==> src/rtl/button_reader.sv <==
// button_reader: synchronized, debounced push-button with short/long press event channel and drop pulse.
module button_reader #(
  parameter int DEBOUNCE_CYCLES = 16000,
  parameter int LONG_CYCLES     = 8000000,
  parameter bit BTN_ACTIVE_LOW  = 1'b1
) (
  input  logic CLK,
  input  logic RST_N,
  input  logic BTN,
  input  logic EVT_READY,
  output logic PRESSED,
  output logic EVT_VALID,
  output logic EVT_LONG,
  output logic EVT_DROP
);
  localparam int DW = $clog2(DEBOUNCE_CYCLES) + 1;
  localparam int LW = $clog2(LONG_CYCLES) + 1;
  localparam logic [DW-1:0] DB_LAST = DW'(DEBOUNCE_CYCLES - 1);
  localparam logic [LW-1:0] DUR_MAX = LW'(LONG_CYCLES);
  typedef enum logic [1:0] {IDLE, DB_PRESS, HELD, DB_REL} state_t;
  state_t state, state_n;
  logic [1:0] sync;
  logic [DW-1:0] db_cnt, db_n;
  logic [LW-1:0] dur, dur_n;
  logic act, pressed_n, commit, hs;
  assign act = sync[1] ^ BTN_ACTIVE_LOW;
  assign hs  = EVT_VALID & EVT_READY;
  always_ff @(posedge CLK or negedge RST_N)
    if (!RST_N) begin
      sync    <= {2{BTN_ACTIVE_LOW}};
      state   <= IDLE;
      db_cnt  <= '0;
      dur     <= '0;
      PRESSED <= 1'b0;
    end else begin
      sync    <= {sync[0], BTN};
      state   <= state_n;
      db_cnt  <= db_n;
      dur     <= dur_n;
      PRESSED <= pressed_n;
    end
  always_comb begin
    state_n   = state;
    db_n      = db_cnt;
    pressed_n = PRESSED;
    commit    = 1'b0;
    dur_n     = (state == HELD || state == DB_REL) && dur != DUR_MAX ? dur + 1'b1 : dur;
    case (state)
      IDLE: if (act) begin
        state_n = DB_PRESS;
        db_n    = '0;
      end
      DB_PRESS: if (!act) state_n = IDLE;
        else if (db_cnt == DB_LAST) begin
          state_n   = HELD;
          pressed_n = 1'b1;
          dur_n     = '0;
        end else db_n = db_cnt + 1'b1;
      HELD: if (!act) begin
        state_n = DB_REL;
        db_n    = '0;
      end
      DB_REL: if (act) state_n = HELD;
        else if (db_cnt == DB_LAST) begin
          state_n   = IDLE;
          pressed_n = 1'b0;
          commit    = 1'b1;
        end else db_n = db_cnt + 1'b1;
      default: state_n = IDLE;
    endcase
  end
  // A handshake in the commit cycle frees the slot, so the new event replaces the old one.
  always_ff @(posedge CLK or negedge RST_N)
    if (!RST_N) begin
      EVT_VALID <= 1'b0;
      EVT_LONG  <= 1'b0;
      EVT_DROP  <= 1'b0;
    end else begin
      EVT_DROP <= commit & EVT_VALID & ~hs;
      if (commit && (!EVT_VALID || hs)) begin
        EVT_VALID <= 1'b1;
        EVT_LONG  <= dur >= DUR_MAX;
      end else if (hs) EVT_VALID <= 1'b0;
    end
endmodule

==> config.mk <==
export PLATFORM = sky130hd
export DESIGN_NAME = button_reader
export DESIGN_NICKNAME = d
export VERILOG_FILES = /design/src/rtl/button_reader.sv
export SDC_FILE = /design/constraint.sdc
export NUM_CORES = 1
export LEC_CHECK = 0
export ABC_AREA = 1
export CAP_MARGIN = 20
export CORE_MARGIN = 5
export CORE_UTILIZATION = 55
export DETAILED_ROUTE_END_ITERATION = 16
export PLACE_DENSITY = 0.72
export SLEW_MARGIN = 20
export SYNTH_ARGS = -nofsm -noshare
export SYNTH_HDL_FRONTEND = slang
export SYNTH_SLANG_ARGS = --single-unit
==> constraint.sdc <==
create_clock -name CLK -period 3.05 [get_ports CLK]
set_clock_uncertainty 0.05 [all_clocks]
set_input_delay 0.305 -clock CLK [delete_from_list [all_inputs] [get_ports CLK]]
set_output_delay 0.305 -clock CLK [all_outputs]
set_load 0.02 [all_outputs]
==> results of run 1 <==
==> placed cells by master (no fill, tap or decap), types with 2 or more instances in the layout <==
master / netlist / final
ha_1: 3 / 3
xor2_1: 8 / 8
clkbuf_8: 0 / 7
nor3_2: 2 / 2
or2_2: 2 / 2
o21ai_1: 4 / 4
xnor2_1: 4 / 4
clkdlybuf4s50_1: 0 / 6
nor2_1: 64 / 64
inv_1: 51 / 51
a21oi_1: 14 / 14
nand4_1: 11 / 11
inv_2: 3 / 3
dfstp_2: 2 / 2
nor2_4: 2 / 2
nand3_1: 37 / 37
nand3b_1: 3 / 3
nor3_1: 17 / 17
o21ai_2: 12 / 12
nand2_1: 120 / 120
nand3_2: 2 / 2
dfrtp_1: 45 / 45
o21ai_0: 6 / 6
==> metal layers <==
layer	part of all wire (%)	wire length, um	GRT usage [%]
met1	52	3270	29.3
met4	1.0	63	4.68
met2	43	2680	28.1
met5	0	0	0
met3	4.3	269	3.55
==> per-stage QoR <==
step           cells  power [uW]
3_5_place_dp     494         697
4_1_cts          502        1100
6_report         502        1090
2_1_floorplan    426         679
5_1_grt          502        1140
3_3_place_gp     494         696
==> worst max-delay path, stage by stage (launching register included) <==
cell and delay [ns]:
dfrtp_1 0.45, ha_1 0.26, nand2_1 0.11, nor2_4 0.16, nand3_2 0.13, nor2_4 0.16, nand4_1 0.43, o21ai_0 0.24
a21oi_1 0.07
==> state kept, by name, indices dropped and copies added (netlist names), named ones only <==
signal,count
PRESSED,1
db_cnt,15
EVT_VALID,1
sync,2
EVT_LONG,1
state,1
dur,24
EVT_DROP,1
==> cell type report <==
| type | instances | area [sq um] |
|---|---|---|
| well taps | 70 | 87.6 |
| inverters | 54 | 203 |
| flip-flops and latches | 47 | 1180 |
| fillers | 484 | 2020 |
| multi-input cells | 316 | 1550 |
| repair buffers | 7 | 67.6 |
| clock buffers | 8 | 100 |
==> worst paths after layout <==
kind,from,end,depth (start not counted)
min in group CLK,sync[0],sync[1],0
max,db_cnt[0],dur[0],8
min,RST_N,db_cnt[12],1
max reg2reg,db_cnt[0],dur[0],8
min reg2reg,sync[0],sync[1],0
max in group asynchronous,RST_N,dur[8],1
==> kinds of logic after synthesis <==
kind of cell,count (synthesis),synth area share (%)
DFF,47,39.3
and+or+nand+nor,265,39.3
buffers and inverters,63,9.21
adders and majority gates,3,1.25
AOI/OAI and AO/OA,36,7.50
xor gates and xnor gates,12,3.50
==> power by group <==
part	internal, uW	leakage (uW)	switching [uW]
Sequential	630	0.000646	12.0
Combinational	12.0	0.000796	30.4
Clock	207	0.0000515	199
Total	849	0.00149	241
==> results.txt, run 1 <==
status -> finished with violations
failing checks -> negative hold slack
row count -> 26
DRT Wirelength -> 6.28 mm
Seq cells post-synth -> 47
period utilisation layout -> 71.2%
Setup WS pre-CTS -> 0.905 ns
Routability Congestion -> 0.934
CTS resizes -> 0
largest net degree at the start of global routing -> 48
register area share after synthesis -> 39.3%
clk_lat worst skew -> 0.29 ns
post-synth top area share -> 37.5%
startpoint types -> flip-flop
Hold Vio Cnt, Final -> 45
minimum clock period -> 2.17 ns
CTS Buffer Depth -> 2
asr flop ratio synth -> 100%
Iter 0 DRT Violations -> 245
Mapped Nets -> 433
starting density of the core -> 57.7%
nets@finish -> 438
Clock H-tree levels -> 2
synthesis warning total -> 0
flop-to-flop setup slack -> 0.88 ns
Worst Path Max Fanout -> 11
Mapped Area -> 3000 sq um
Post-synth top cells -> 120 x nand2_1, 64 x nor2_1, 51 x inv_1
Slew @ Worst Pin -> 0.609 ns
port bufs -> 7
power density cells -> 343 nW/um^2
Synth cell types -> 31
Root Driver -> clkbuf_8
WP data arrival -> 2.30 ns
cell count after synthesis -> 426
Main synth FF type -> dfrtp_1
Post-synth EDFFs -> 0
Post-DP Area -> 3080 sq um
RSZ-0062 raised after global routing -> no
largest cells by area after synthesis -> dfrtp_1 38%, nand2_1 15%, nor2_1 8.0%
grt total ovfl -> 0
Max Clk Rate -> 0.460 GHz
Die Width -> 83.9 um
hold crit path type -> primary input to asynchronous set/reset pin
via/cell ratio -> 5.36
top-count cell post-synth -> nand2_1
GRT Util Overall -> 19.2%
critical path type -> flip-flop to flip-flop
drt first pass iters -> 5
# diodes -> 0
Sum Neg Setup Slack -> 0 ns
Die Ht -> 83.9 um
Pins Over Slew Limit -> 0
number of clock sinks -> 47
Reg clk slew, reported paths -> 0.08 ns
final core utilization -> 61.2%
vias in the first global route -> 2375
CP Data Required Time -> 3.17 ns
Max VDD drop -> 0.247 mV
Setup crit end kind -> flip-flop
initial antenna violation count -> 0
TritonCTS clock tree -> yes
# IOs -> 8
via count -> 2691
mean area per synthesized cell -> 7.05 sq um
max-cap viol count -> 0
final non-filler cell area -> 3180 sq um
relative slew slack -> 59.4%
layout cell share with drive strength beyond 1 -> 8.56%
Routed WL per cell -> 12.5 um
Die Area -> 7040 sq um
Core Box Area -> 5200 sq um
global-route wire length before repair -> 11.2 mm
Layout area overhead -> 6.04%
hold buffer count at cts -> 0
Hold WS -> -0.0445 ns
drc violations -> 0
Final HPWL DP -> 4.69 mm
cell taking the most area after synthesis -> dfrtp_1
leakage power -> 0.00149 uW
Post-DRT Antenna Nets -> 0
Num CTS Buffers -> 5
Setup WS post-layout -> 0.877 ns
Post CTS Setup Buffer Count -> 0
final setup fails -> 0
(Power assumes the default switching activity.)
==> inputs of run 2 (changes only) <==
==> constraint.sdc (replaced) <==
create_clock -name CLK -period 2 [get_ports CLK]
set_clock_uncertainty 0.05 [all_clocks]
set_input_delay 0.2 -clock CLK [delete_from_list [all_inputs] [get_ports CLK]]
set_output_delay 0.2 -clock CLK [all_outputs]
set_load 0.02 [all_outputs]
==> run 2 against run 1 <==
The run now ends clean. Final cell count rose by 2.0%. First-iteration DRC count increased by 14%. Clock power grew 80%.
==> results.txt, run 2 (synthesis results as in run 1) <==
Max Clk Rate -> 0.548 GHz
minimum clock period -> 1.82 ns
Die Ht -> 83.9 um
status -> finished, final reports clean
most frequent cells in the layout -> 120 x nand2_1, 64 x nor2_1, 51 x inv_1
leakage power -> 0.00155 uW
via/cell ratio -> 5.34
layout cell share with drive strength beyond 1 -> 10.6%
commonest non-fill, non-tap cell in the layout -> nand2_1
final setup fails -> 0
row count -> 26
period utilisation layout -> 91.2%
Fillers -> 465
max-cap viol count -> 0
Setup crit end kind -> flip-flop
CP Data Required Time -> 2.15 ns
Setup WS post-layout -> 0.176 ns
clk_lat worst skew -> 0.30 ns
critical path type -> flip-flop to flip-flop
biggest regs -> dur x24, db_cnt x15, sync x2
M1 WL -> 3.27 mm
relative slew slack -> 53.8%
Setup WS pre-CTS -> 0.126 ns
switching share of power -> 22.1%
TritonCTS clock tree -> yes
Reg clk slew, reported paths -> 0.09 ns
vias in the first global route -> 2486
Hold Vio Cnt, Final -> 0
startpoint types -> flip-flop
metal2 WL -> 2.90 mm
max reg flops -> 24
Worst Path Max Fanout -> 12
DR WL met3 -> 356 um
Top Layer Used -> met4
hold crit path type -> primary input to flip-flop
grt total ovfl -> 0
Die Width -> 83.9 um
Layout area overhead -> 10.0%
Routability Congestion -> 0.943
Pins Over Slew Limit -> 0
DRT Wirelength -> 6.61 mm
Final HPWL DP -> 4.71 mm
Die Area -> 7040 sq um
via count -> 2735
internal power -> 1390 uW
Routed WL per cell -> 12.9 um
Root Driver -> clkbuf_8
Slew @ Worst Pin -> 0.688 ns
largest net degree at the start of global routing -> 26
Biggest register -> dur
# diodes -> 0
port bufs -> 7
power density cells -> 541 nW/um^2
# IOs -> 8
Sum Neg Setup Slack -> 0 ns
RSZ-0062 raised after global routing -> yes
CTS Buffer Depth -> 2
Clock H-tree levels -> 2
Core Box Area -> 5200 sq um
WP data arrival -> 1.97 ns
drt first pass iters -> 4
nets@finish -> 448
Post-DRT Antenna Nets -> 0
initial antenna violation count -> 0
global-route wire length before repair -> 11.4 mm
Net Switching -> 395 uW
Iter 0 DRT Violations -> 279
GRT Util Overall -> 19.7%
Clock Power Share -> 40.9%
Max VDD drop -> 0.363 mV
Num CTS Buffers -> 5
drc violations -> 0
Logic pwr share -> 4.6%
starting density of the core -> 57.7%
sequential share of power -> 54.5%
number of clock sinks -> 47
[run 2: final cells by class]
type | instances | area, sq um | area share (%)
inverters | 54 | 203 | 6.14
clock buffers | 6 | 82.6 | 2.50
flip-flops and latches | 47 | 1180 | 35.7
clock inverters | 2 | 35.0 | 1.06
repair buffers | 16 | 148 | 4.47
well taps | 70 | 87.6 | 2.65
multi-input cells | 317 | 1570 | 47.5
[run 2: repair_timing]
action / 4_1_cts / 5_1_grt
hold endpoints to repair: 20 / 0
setup buffers: 0 / 1
resized for setup: 0 / 2
hold buffers: 1 / 0
setup endpoints to repair: 0 / 19
[run 2: routing by layer]
metal,vias to the layer above,GRT usage (%)
met4,0,6.58
met1,1275,28.9
met5,-,0
met2,68,29.4
li1,1382,-
met3,10,3.55
[run 2: stage by stage]
step / hold WS (ns) / total power (uW) / area (sq um) / utilization, % / cells
6_report: 0.245 / 1790 / 3300 / 63.4 / 512
5_1_grt: 0.237 / 1870 / 3300 / 63.4 / 512
4_1_cts: 0.237 / 1810 / 3270 / 62.9 / 510
3_5_place_dp: 0.173 / 1070 / 3150 / 60.4 / 501
3_3_place_gp: 0.163 / 1070 / 3150 / 60.4 / 501
2_1_floorplan: -0.146 / 1040 / 3000 / - / 426
[run 2: path summary, 6_finish.rpt]
path | from | slack, ns | depth (start not counted) | to
hold / removal | BTN | 0.25 | 1 | sync[0]
setup reg to reg | db_cnt[1] | 0.18 | 10 | db_cnt[2]
hold reg to reg | sync[0] | 0.31 | 0 | sync[1]
max in group asynchronous | RST_N | 1.00 | 3 | asynchronous set/reset pin
min in group asynchronous | RST_N | 0.37 | 2 | db_cnt[5]
setup / recovery | db_cnt[1] | 0.18 | 10 | db_cnt[2]
[run 2: power by group through the flow]
stage                     combinational [uW]  sequential [uW]  clock, uW
after detailed placement                78.5              992          0
after global routing                    91.8              976        799
after floorplan                         45.4              990          0
after global placement                  77.8              992          0
final                                   82.5              974        732
after CTS                               80.7              974        754
[run 2: worst max-delay path: stages, from the launching register on]
cell and delay [ns]:
dfrtp_1 0.40, ha_1 0.23, nand2_1 0.10, nor2_4 0.17, nand3_2 0.13, nor2_4 0.16, nand2_4 0.11, nand2_8 0.14
inv_2 0.09, nand3_1 0.07, o21ai_1 0.06
